`config.mk`:
```
export PLATFORM = sky130hd
export DESIGN_NAME = wide_add_sequencer
export DESIGN_NICKNAME = d
export VERILOG_FILES = /design/src/rtl/wide_add_sequencer.sv
export SDC_FILE = /design/constraint.sdc
export NUM_CORES = 1
export LEC_CHECK = 0
export BUFFER_PORTS_ARGS = -buffer_cell sky130_fd_sc_hd__buf_2
export CELL_PAD_IN_SITES_DETAIL_PLACEMENT = 1
export CELL_PAD_IN_SITES_GLOBAL_PLACEMENT = 1
export CORE_AREA = 2 2 158 160
export CTS_BUF_LIST = sky130_fd_sc_hd__clkbuf_16
export DETAILED_ROUTE_END_ITERATION = 16
export DIE_AREA = 0 0 160 162
export PLACE_DENSITY_LB_ADDON = 0.1
export SLEW_MARGIN = 20
export SYNTH_ARGS = -nofsm -noshare
export SYNTH_HDL_FRONTEND = slang
export SYNTH_SLANG_ARGS = --single-unit
```
`constraint.sdc`:
```
create_clock -name clk -period 2.3 [get_ports clk]
set_input_delay 0.345 -clock clk [delete_from_list [all_inputs] [get_ports clk]]
set_output_delay 0.345 -clock clk [all_outputs]
set_load 0.01 [all_outputs]
```
`src/rtl/wide_add_sequencer.sv`:
```
// wide_add_sequencer
// Performs a WORDS x 16-bit add or subtract by feeding one shared external
// 16-bit combinational adder one slice at a time. The least-significant slice
// goes first, and the carry is chained between slices through carry_q.
//
// Ports
//   clk, rst              : clock, synchronous active-high reset
//   req_valid/req_ready   : request handshake
//   req_sub, req_cin      : operation select and add carry-in (cin ignored for sub)
//   req_a, req_b          : 16*WORDS-bit operands
//   add_a/add_b/add_cin   : current slice driven to the external adder
//   add_sum/add_cout      : combinational adder result for that slice
//   rsp_valid/rsp_ready   : response handshake
//   rsp_sum/cout/ovf      : result, final carry-out, signed overflow
//   busy                  : high while an operation is in RUN or DONE
module wide_add_sequencer #(
    parameter int WORDS = 4,
    parameter int IDXW  = 4
) (
    input  logic                  clk,
    input  logic                  rst,
    input  logic                  req_valid,
    output logic                  req_ready,
    input  logic                  req_sub,
    input  logic                  req_cin,
    input  logic [16*WORDS-1:0]   req_a,
    input  logic [16*WORDS-1:0]   req_b,
    output logic [15:0]           add_a,
    output logic [15:0]           add_b,
    output logic                  add_cin,
    input  logic [15:0]           add_sum,
    input  logic                  add_cout,
    output logic                  rsp_valid,
    input  logic                  rsp_ready,
    output logic [16*WORDS-1:0]   rsp_sum,
    output logic                  rsp_cout,
    output logic                  rsp_ovf,
    output logic                  busy
);

    localparam int W = 16 * WORDS;

    typedef enum logic [1:0] {
        IDLE = 2'd0,
        RUN  = 2'd1,
        DONE = 2'd2
    } state_t;

    state_t          state_q, state_d;
    logic [IDXW-1:0] idx_q, idx_d;
    logic            carry_q, carry_d;
    logic [W-1:0]    a_q, a_d;
    logic [W-1:0]    b_q, b_d;      // B already inverted for subtract
    logic [W-1:0]    sum_q, sum_d;
    logic            cout_q, cout_d;
    logic            ovf_q, ovf_d;

    // Operands viewed as slices so the current slice can be picked by index.
    logic [15:0] a_sl [WORDS];
    logic [15:0] b_sl [WORDS];

    for (genvar gi = 0; gi < WORDS; gi++) begin : g_slice
        assign a_sl[gi] = a_q[16*gi +: 16];
        assign b_sl[gi] = b_q[16*gi +: 16];
    end

    logic [15:0] a_cur, b_cur;
    always_comb begin
        a_cur = '0;
        b_cur = '0;
        for (int i = 0; i < WORDS; i++) begin
            if (idx_q == IDXW'(i)) begin
                a_cur = a_sl[i];
                b_cur = b_sl[i];
            end
        end
    end

    logic last_slice;
    assign last_slice = (idx_q == IDXW'(WORDS - 1));

    always_comb begin
        state_d   = state_q;
        idx_d     = idx_q;
        carry_d   = carry_q;
        a_d       = a_q;
        b_d       = b_q;
        sum_d     = sum_q;
        cout_d    = cout_q;
        ovf_d     = ovf_q;
        req_ready = 1'b0;
        rsp_valid = 1'b0;
        busy      = 1'b0;
        add_a     = '0;
        add_b     = '0;
        add_cin   = 1'b0;

        case (state_q)
            IDLE: begin
                req_ready = 1'b1;
                if (req_valid) begin
                    a_d     = req_a;
                    b_d     = req_sub ? ~req_b : req_b;
                    // Subtract is A + ~B + 1, so the +1 rides in as carry-in.
                    carry_d = req_sub | req_cin;
                    idx_d   = '0;
                    state_d = RUN;
                end
            end
            RUN: begin
                busy    = 1'b1;
                add_a   = a_cur;
                add_b   = b_cur;
                add_cin = carry_q;
                carry_d = add_cout;
                for (int i = 0; i < WORDS; i++) begin
                    if (idx_q == IDXW'(i)) begin
                        sum_d[16*i +: 16] = add_sum;
                    end
                end
                if (last_slice) begin
                    cout_d  = add_cout;
                    // Overflow: operands share a sign that the sum does not.
                    ovf_d   = (a_q[W-1] == b_q[W-1]) && (add_sum[15] != a_q[W-1]);
                    state_d = DONE;
                end else begin
                    idx_d = idx_q + IDXW'(1);
                end
            end
            DONE: begin
                busy      = 1'b1;
                rsp_valid = 1'b1;
                if (rsp_ready) begin
                    state_d = IDLE;
                end
            end
            default: begin
                state_d = IDLE;
            end
        endcase
    end

    always_ff @(posedge clk) begin
        if (rst) begin
            state_q <= IDLE;
            idx_q   <= '0;
            carry_q <= 1'b0;
            a_q     <= '0;
            b_q     <= '0;
            sum_q   <= '0;
            cout_q  <= 1'b0;
            ovf_q   <= 1'b0;
        end else begin
            state_q <= state_d;
            idx_q   <= idx_d;
            carry_q <= carry_d;
            a_q     <= a_d;
            b_q     <= b_d;
            sum_q   <= sum_d;
            cout_q  <= cout_d;
            ovf_q   <= ovf_d;
        end
    end

    assign rsp_sum  = sum_q;
    assign rsp_cout = cout_q;
    assign rsp_ovf  = ovf_q;

endmodule

```
Word-level counts from Yosys, hierarchy flattened

Index checks and enable logic that the tools add are counted.

Register bits after elaboration: 201
Bits in latches: 0
RAM bits: 0
Bits in read-only memories: 0
Input port bits: 151
Memories kept: 0

Add/sub/neg operators: 1
Multiply operators: 0
Div/mod/pow operators: 0
Order comparisons: 0
Equality and inequality tests: 11
Shifts and indexed selects: 0
Multiplexer cells: 24
Bitwise logic cells: 2
Reductions and logical operators: 13

Operator list:

| cell                                                 | count |
|---|---|
| two-way mux 16 bit                                   | 10 |
| two-way mux 64 bit                                   | 1 |
| NOT 64 bit                                           | 1 |
| AND reduction 2 bit                                  | 6 |
| equality test 4 x 2 -> 1 bit (second input constant) | 2 |
| two-way mux 4 bit                                    | 2 |
| != test 2 bit (second input constant)                | 4 |
| case mux 4 bit (2 select lines)                      | 1 |
| two-way mux 2 bit                                    | 3 |
| case mux 2 bit (3 select lines)                      | 1 |
| AND reduction 3 bit                                  | 2 |
| two-way mux 1 bit                                    | 5 |
| adder 4 x 1 -> 4 bit (second input constant)         | 1 |
| equality test 4 x 1 -> 1 bit (second input constant) | 1 |
| zero test 4 bit                                      | 1 |
| equality test 2 x 1 -> 1 bit (second input constant) | 1 |
| equality test 2 bit (second input constant)          | 1 |
| zero test 2 bit                                      | 1 |
| case mux 1 bit (2 select lines)                      | 1 |
| nonzero test 2 bit                                   | 1 |
| OR reduction 2 bit                                   | 1 |
| equality test 1 bit                                  | 1 |
| logical AND 1 bit                                    | 1 |
| != test 1 bit                                        | 1 |
| OR 1 bit                                             | 1 |

Logic depth before layout (Yosys ltp)

Word-level depth: 6
Mapped depth: 8
Mapped depth without buffers: 5

Worst setup path before layout

OpenSTA, ideal clock, no wires.

Path kind: register to output
Start point: reg idx_q[1]
End point: out add_b[1]
Arrival time: 1.614 ns
Setup slack: 0.341 ns
Stages on the path, launching flop included: 8
Path through: dfxtp_1 inv_1 ha_1 buf_2 nor4b_4 buf_6 o2bb2ai_1 a32o_1

Word-level cells in the longest chain between the ends: 6
Elaborated cells on any way between the ends: 9

RTL lines:

| element                         | RTL line | RTL |
|---|---|---|
| start, declared                 | 50       | `logic [IDXW-1:0] idx_q, idx_d;` |
| start signal, assigned          | 155      | `idx_q <= idx_d;` |
| zero test 4 bit                 | 72       | `if (idx_q == IDXW'(i)) begin` |
| two-way mux 16 bit (3 in a row) | 72       |  |
| two-way mux 16 bit (*)          | 72       |  |
| two-way mux 16 bit (*)          | 98       | `case (state_q)` |
| end, declared                   | 29       | `output logic [15:0] add_b,` |

Every way passes the cells marked *; elsewhere a longest branch is shown, timed or not.

Final worst setup path

Start point: reg idx_q[1]
End point: out add_b[3]

The elaborated chain is that of the path after synthesis.

==> results_dict.tcl <==
set metrics [dict create \
    cts.sinks 201 \
    critical_path_arrival_ps 2170 \
    drt_first_iter_violations 387 \
    status "complete, but fails checks" \
    die_h_um 162 \
    holdCritStartpoint "req_a[54]" \
    finalSetupViolCount 32 \
    cp_cell_sequence "inv_2, ha_4, buf_4, buf_4, a21oi_1, o2bb2ai_2, a32o_2, buf_6" \
    max_cap_violations 0 \
    rows 57 \
    seqPwrFrac 0.388 \
    yosysMostFrequentCell "nand2_1" \
    timing.rr.start "state_q[1]" \
    synth_area_leader_cell "dfxtp_1" \
    combPwrFrac 0.298 \
    violations "negative setup slack" \
    crit_family "compound AO/OA/AOI/OAI gates" \
    vias 8678 \
    slew_viol_final 0 \
    wire_per_inst_um 19.1 \
    clock_skew_ps 21.1 \
    r2r-end "b_q[12]" \
    drive_gt1_frac 0.297 \
    relSlewSlack 0.570 \
    grt.total_usage 0.240 \
    wirelength_mm 32.1 \
    ios 253 \
    place.gp.congestion 0.813 \
    cp_num_buf_inv 4 \
    intPower_mw 7.27 \
    ir_drop_mv 0.554 \
    end_kind "output pin" \
    grt_start_max_net_pins 66 \
    grt_pass1_wl_mm 49.1 \
    reg2reg_slack_ps 350 \
    startpoint_type "flop" \
    yosysWarnings 0 \
    total_leakage_power_nw 4.84 \
    clkPwrFrac 0.313 \
    fillers 2915 \
    grt_overflow 0 \
    syn-cell-area_um2 9090 \
    critPathMostFrequentCell "buf_4" \
    die_w_um 160 \
    p_sw_frac 0.331 \
    cts.clk_slew.worst_paths_ps 60 \
    netlist.area_leader.share 0.443 \
    slowest_stage "dfxtp_2" \
    antenna_left 0 \
    avgSynthCellArea_um2 8.20 \
    root_buffer "clkbuf_16" \
    areaGrowthSynthToFinish_pct 31.9 \
    tightest_slew_ps 646 \
    p_per_area_nw_per_um2 906 \
    cts_tree "yes" \
    die_area_um2 25900 \
    switchingPower_mw 3.59 \
    slowest_delay_ps 350 \
    required_ps 1960 \
    async_flop_share 0 \
    rsz0062_at_grt "yes" \
    htreeDepth 1 \
    clk_latency_ps 520 \
    syn_inst 1109 \
    critPathKind "flop to output pin" \
    worstPathMaxFanout 11 \
    cts_made_buffers 24 \
    synth_edf_count 0 \
    numPortBuffers 252 \
    initial_core_util 0.377 \
    synth.distinct_cells 42 \
    hpwl_mm 21.3 \
    layout_setup_ws_ps -211 \
    core_area_um2 24100 \
    clk_path_buf_depth 3 \
    final-hold-violation-count 0 \
    utilization 0.497 \
    ys_top_cells_by_count "nand2_1, dfxtp_1, a21oi_1" \
    finalCriticalPeriod_ps 2510 \
    grt_antenna_before_repair 9 \
    fmax_ghz 0.398 \
    viasPerCell 5.18 \
    holdPathStages 3 \
    grt_pass1_vias 8812 \
    synth_seq_cells 201 \
    r2r_cells 7 \
    finalCritPeriodShare 1.09 \
    p_total_mw 10.9 \
    drtPass1Iterations 4 \
    syn_nets 1268 \
    min_path_type "input pin to flop" \
    seq_area_frac_synth 0.443 \
    drc 0 \
    synth_area_leaders "dfxtp_1, nand2_1, a21oi_1" \
    whs_endpoint "a_q[54]" \
    nNetsFinal 1488 \
    synth_top_flop_cell "dfxtp_1" \
]
layer usage:
metal	GRT usage	share of wire	vias to the layer above
li1	-	-	4250
met1	0.289	0.43	4126
met2	0.423	0.48	242
met3	0.0531	0.058	54
met4	0.0807	0.030	6
met5	0	0.0015	-
worst max path at each step:
stage | start | endpoint | slack (ps) | cells past startpoint
final | idx_q[1] | add_b[3] | -210 | 8
after global routing | idx_q[1] | add_b[7] | -300 | 8
after CTS | idx_q[1] | add_b[6] | -230 | 8
after detailed placement | idx_q[1] | add_b[4] | 180 | 7
after global placement | idx_q[1] | add_b[4] | 250 | 7
after floorplan | idx_q[1] | add_b[1] | 340 | 7
tightest hold or removal path, delay by kind of cell:
family / cells / cell delay, ps
simple gates: 1 / 40
compound gates: 1 / 50
buf+inv: 1 / 90
cells in the final DEF (no fill, tap or decap), types with 2 or more instances in the layout:
master,count
nand2_1,259
buf_2,239
dfxtp_1,195
a21oi_1,158
nor2_1,65
xnor2_1,64
a211oi_1,64
o21ai_0,34
nor2b_1,32
buf_4,30
clkbuf_16,25
o2bb2ai_2,23
a32o_1,20
buf_6,18
inv_1,12
a32o_2,12
buf_12,10
diode_2,6
a21oi_2,5
o2bb2ai_4,5
ha_4,5
clkinv_1,5
o2bb2ai_1,4
nand4bb_1,4
nand2b_1,4
clkinv_2,4
buf_16,4
dfxtp_2,4
nor3_1,3
ha_1,3
inv_2,2
nor4bb_4,2
mux2i_1,2
a221oi_1,2
nor3b_1,2
o31ai_1,2
or4_1,2
dfxtp_4,2
cells by family (layout without fill, tap and decap cells):
kind of cell    count (synthesis)  in the layout  share of synthesized area
compound gates                334            334                      0.240
xor+xnor                       64             64                     0.0617
mux                             2              2                    0.00220
fa+ha+maj                       8              8                     0.0110
simple gates                  385            385                      0.183
buf+inv                       115            351                     0.0589
other cells                     0              6                          0
flops                         201            201                      0.443
sequential cells by signal (all words and copies together), names as in the netlist:
signal	cells
idx_q	4
rsp_ovf	1
state_q	2
a_q	64
rsp_sum	64
b_q	64
carry_q	1
rsp_cout	1
through the flow:
| step | hold slack, ps | area [um^2] | setup WS (ps) | std cells | setup TNS [ps] |
|---|---|---|---|---|---|
| after floorplan | 427 | 9090 | 341 | 1109 | 0 |
| after global placement | 435 | 10700 | 249 | 1612 | 0 |
| after detailed placement | 446 | 10700 | 175 | 1612 | 0 |
| after CTS | 50.3 | 11900 | -227 | 1670 | -6370 |
| after global routing | 62.8 | 12000 | -301 | 1673 | -8380 |
| final | 62.9 | 12000 | -211 | 1675 | -5760 |
timing repair:
item,CTS,global route
setup endpoints to repair,32,32
gates cloned,6,0
resized for setup,63,24
hold buffers,0,0
pin swaps,28,26
setup buffers,10,0
power groups by stage:
stage	logic, mW	clock network [mW]	registers (mW)
after floorplan	1.78	0	4.21
after global placement	2.66	0	4.25
after detailed placement	2.72	0	4.26
after CTS	3.20	3.48	4.21
after global routing	3.52	3.64	4.27
final	3.24	3.40	4.22
layout make-up:
type | instances | area [um^2] | area share
multi-input combinational | 793 | 4850 | 0.405
sequential | 201 | 4040 | 0.337
timing repair buffer | 302 | 1950 | 0.163
clock buffer | 25 | 626 | 0.0522
tap | 324 | 405 | 0.0338
clock inverter | 17 | 68.8 | 0.00574
inverter | 7 | 28.8 | 0.00240
antenna | 6 | 15.0 | 0.00125
Power figures use the tool's default switching activity.
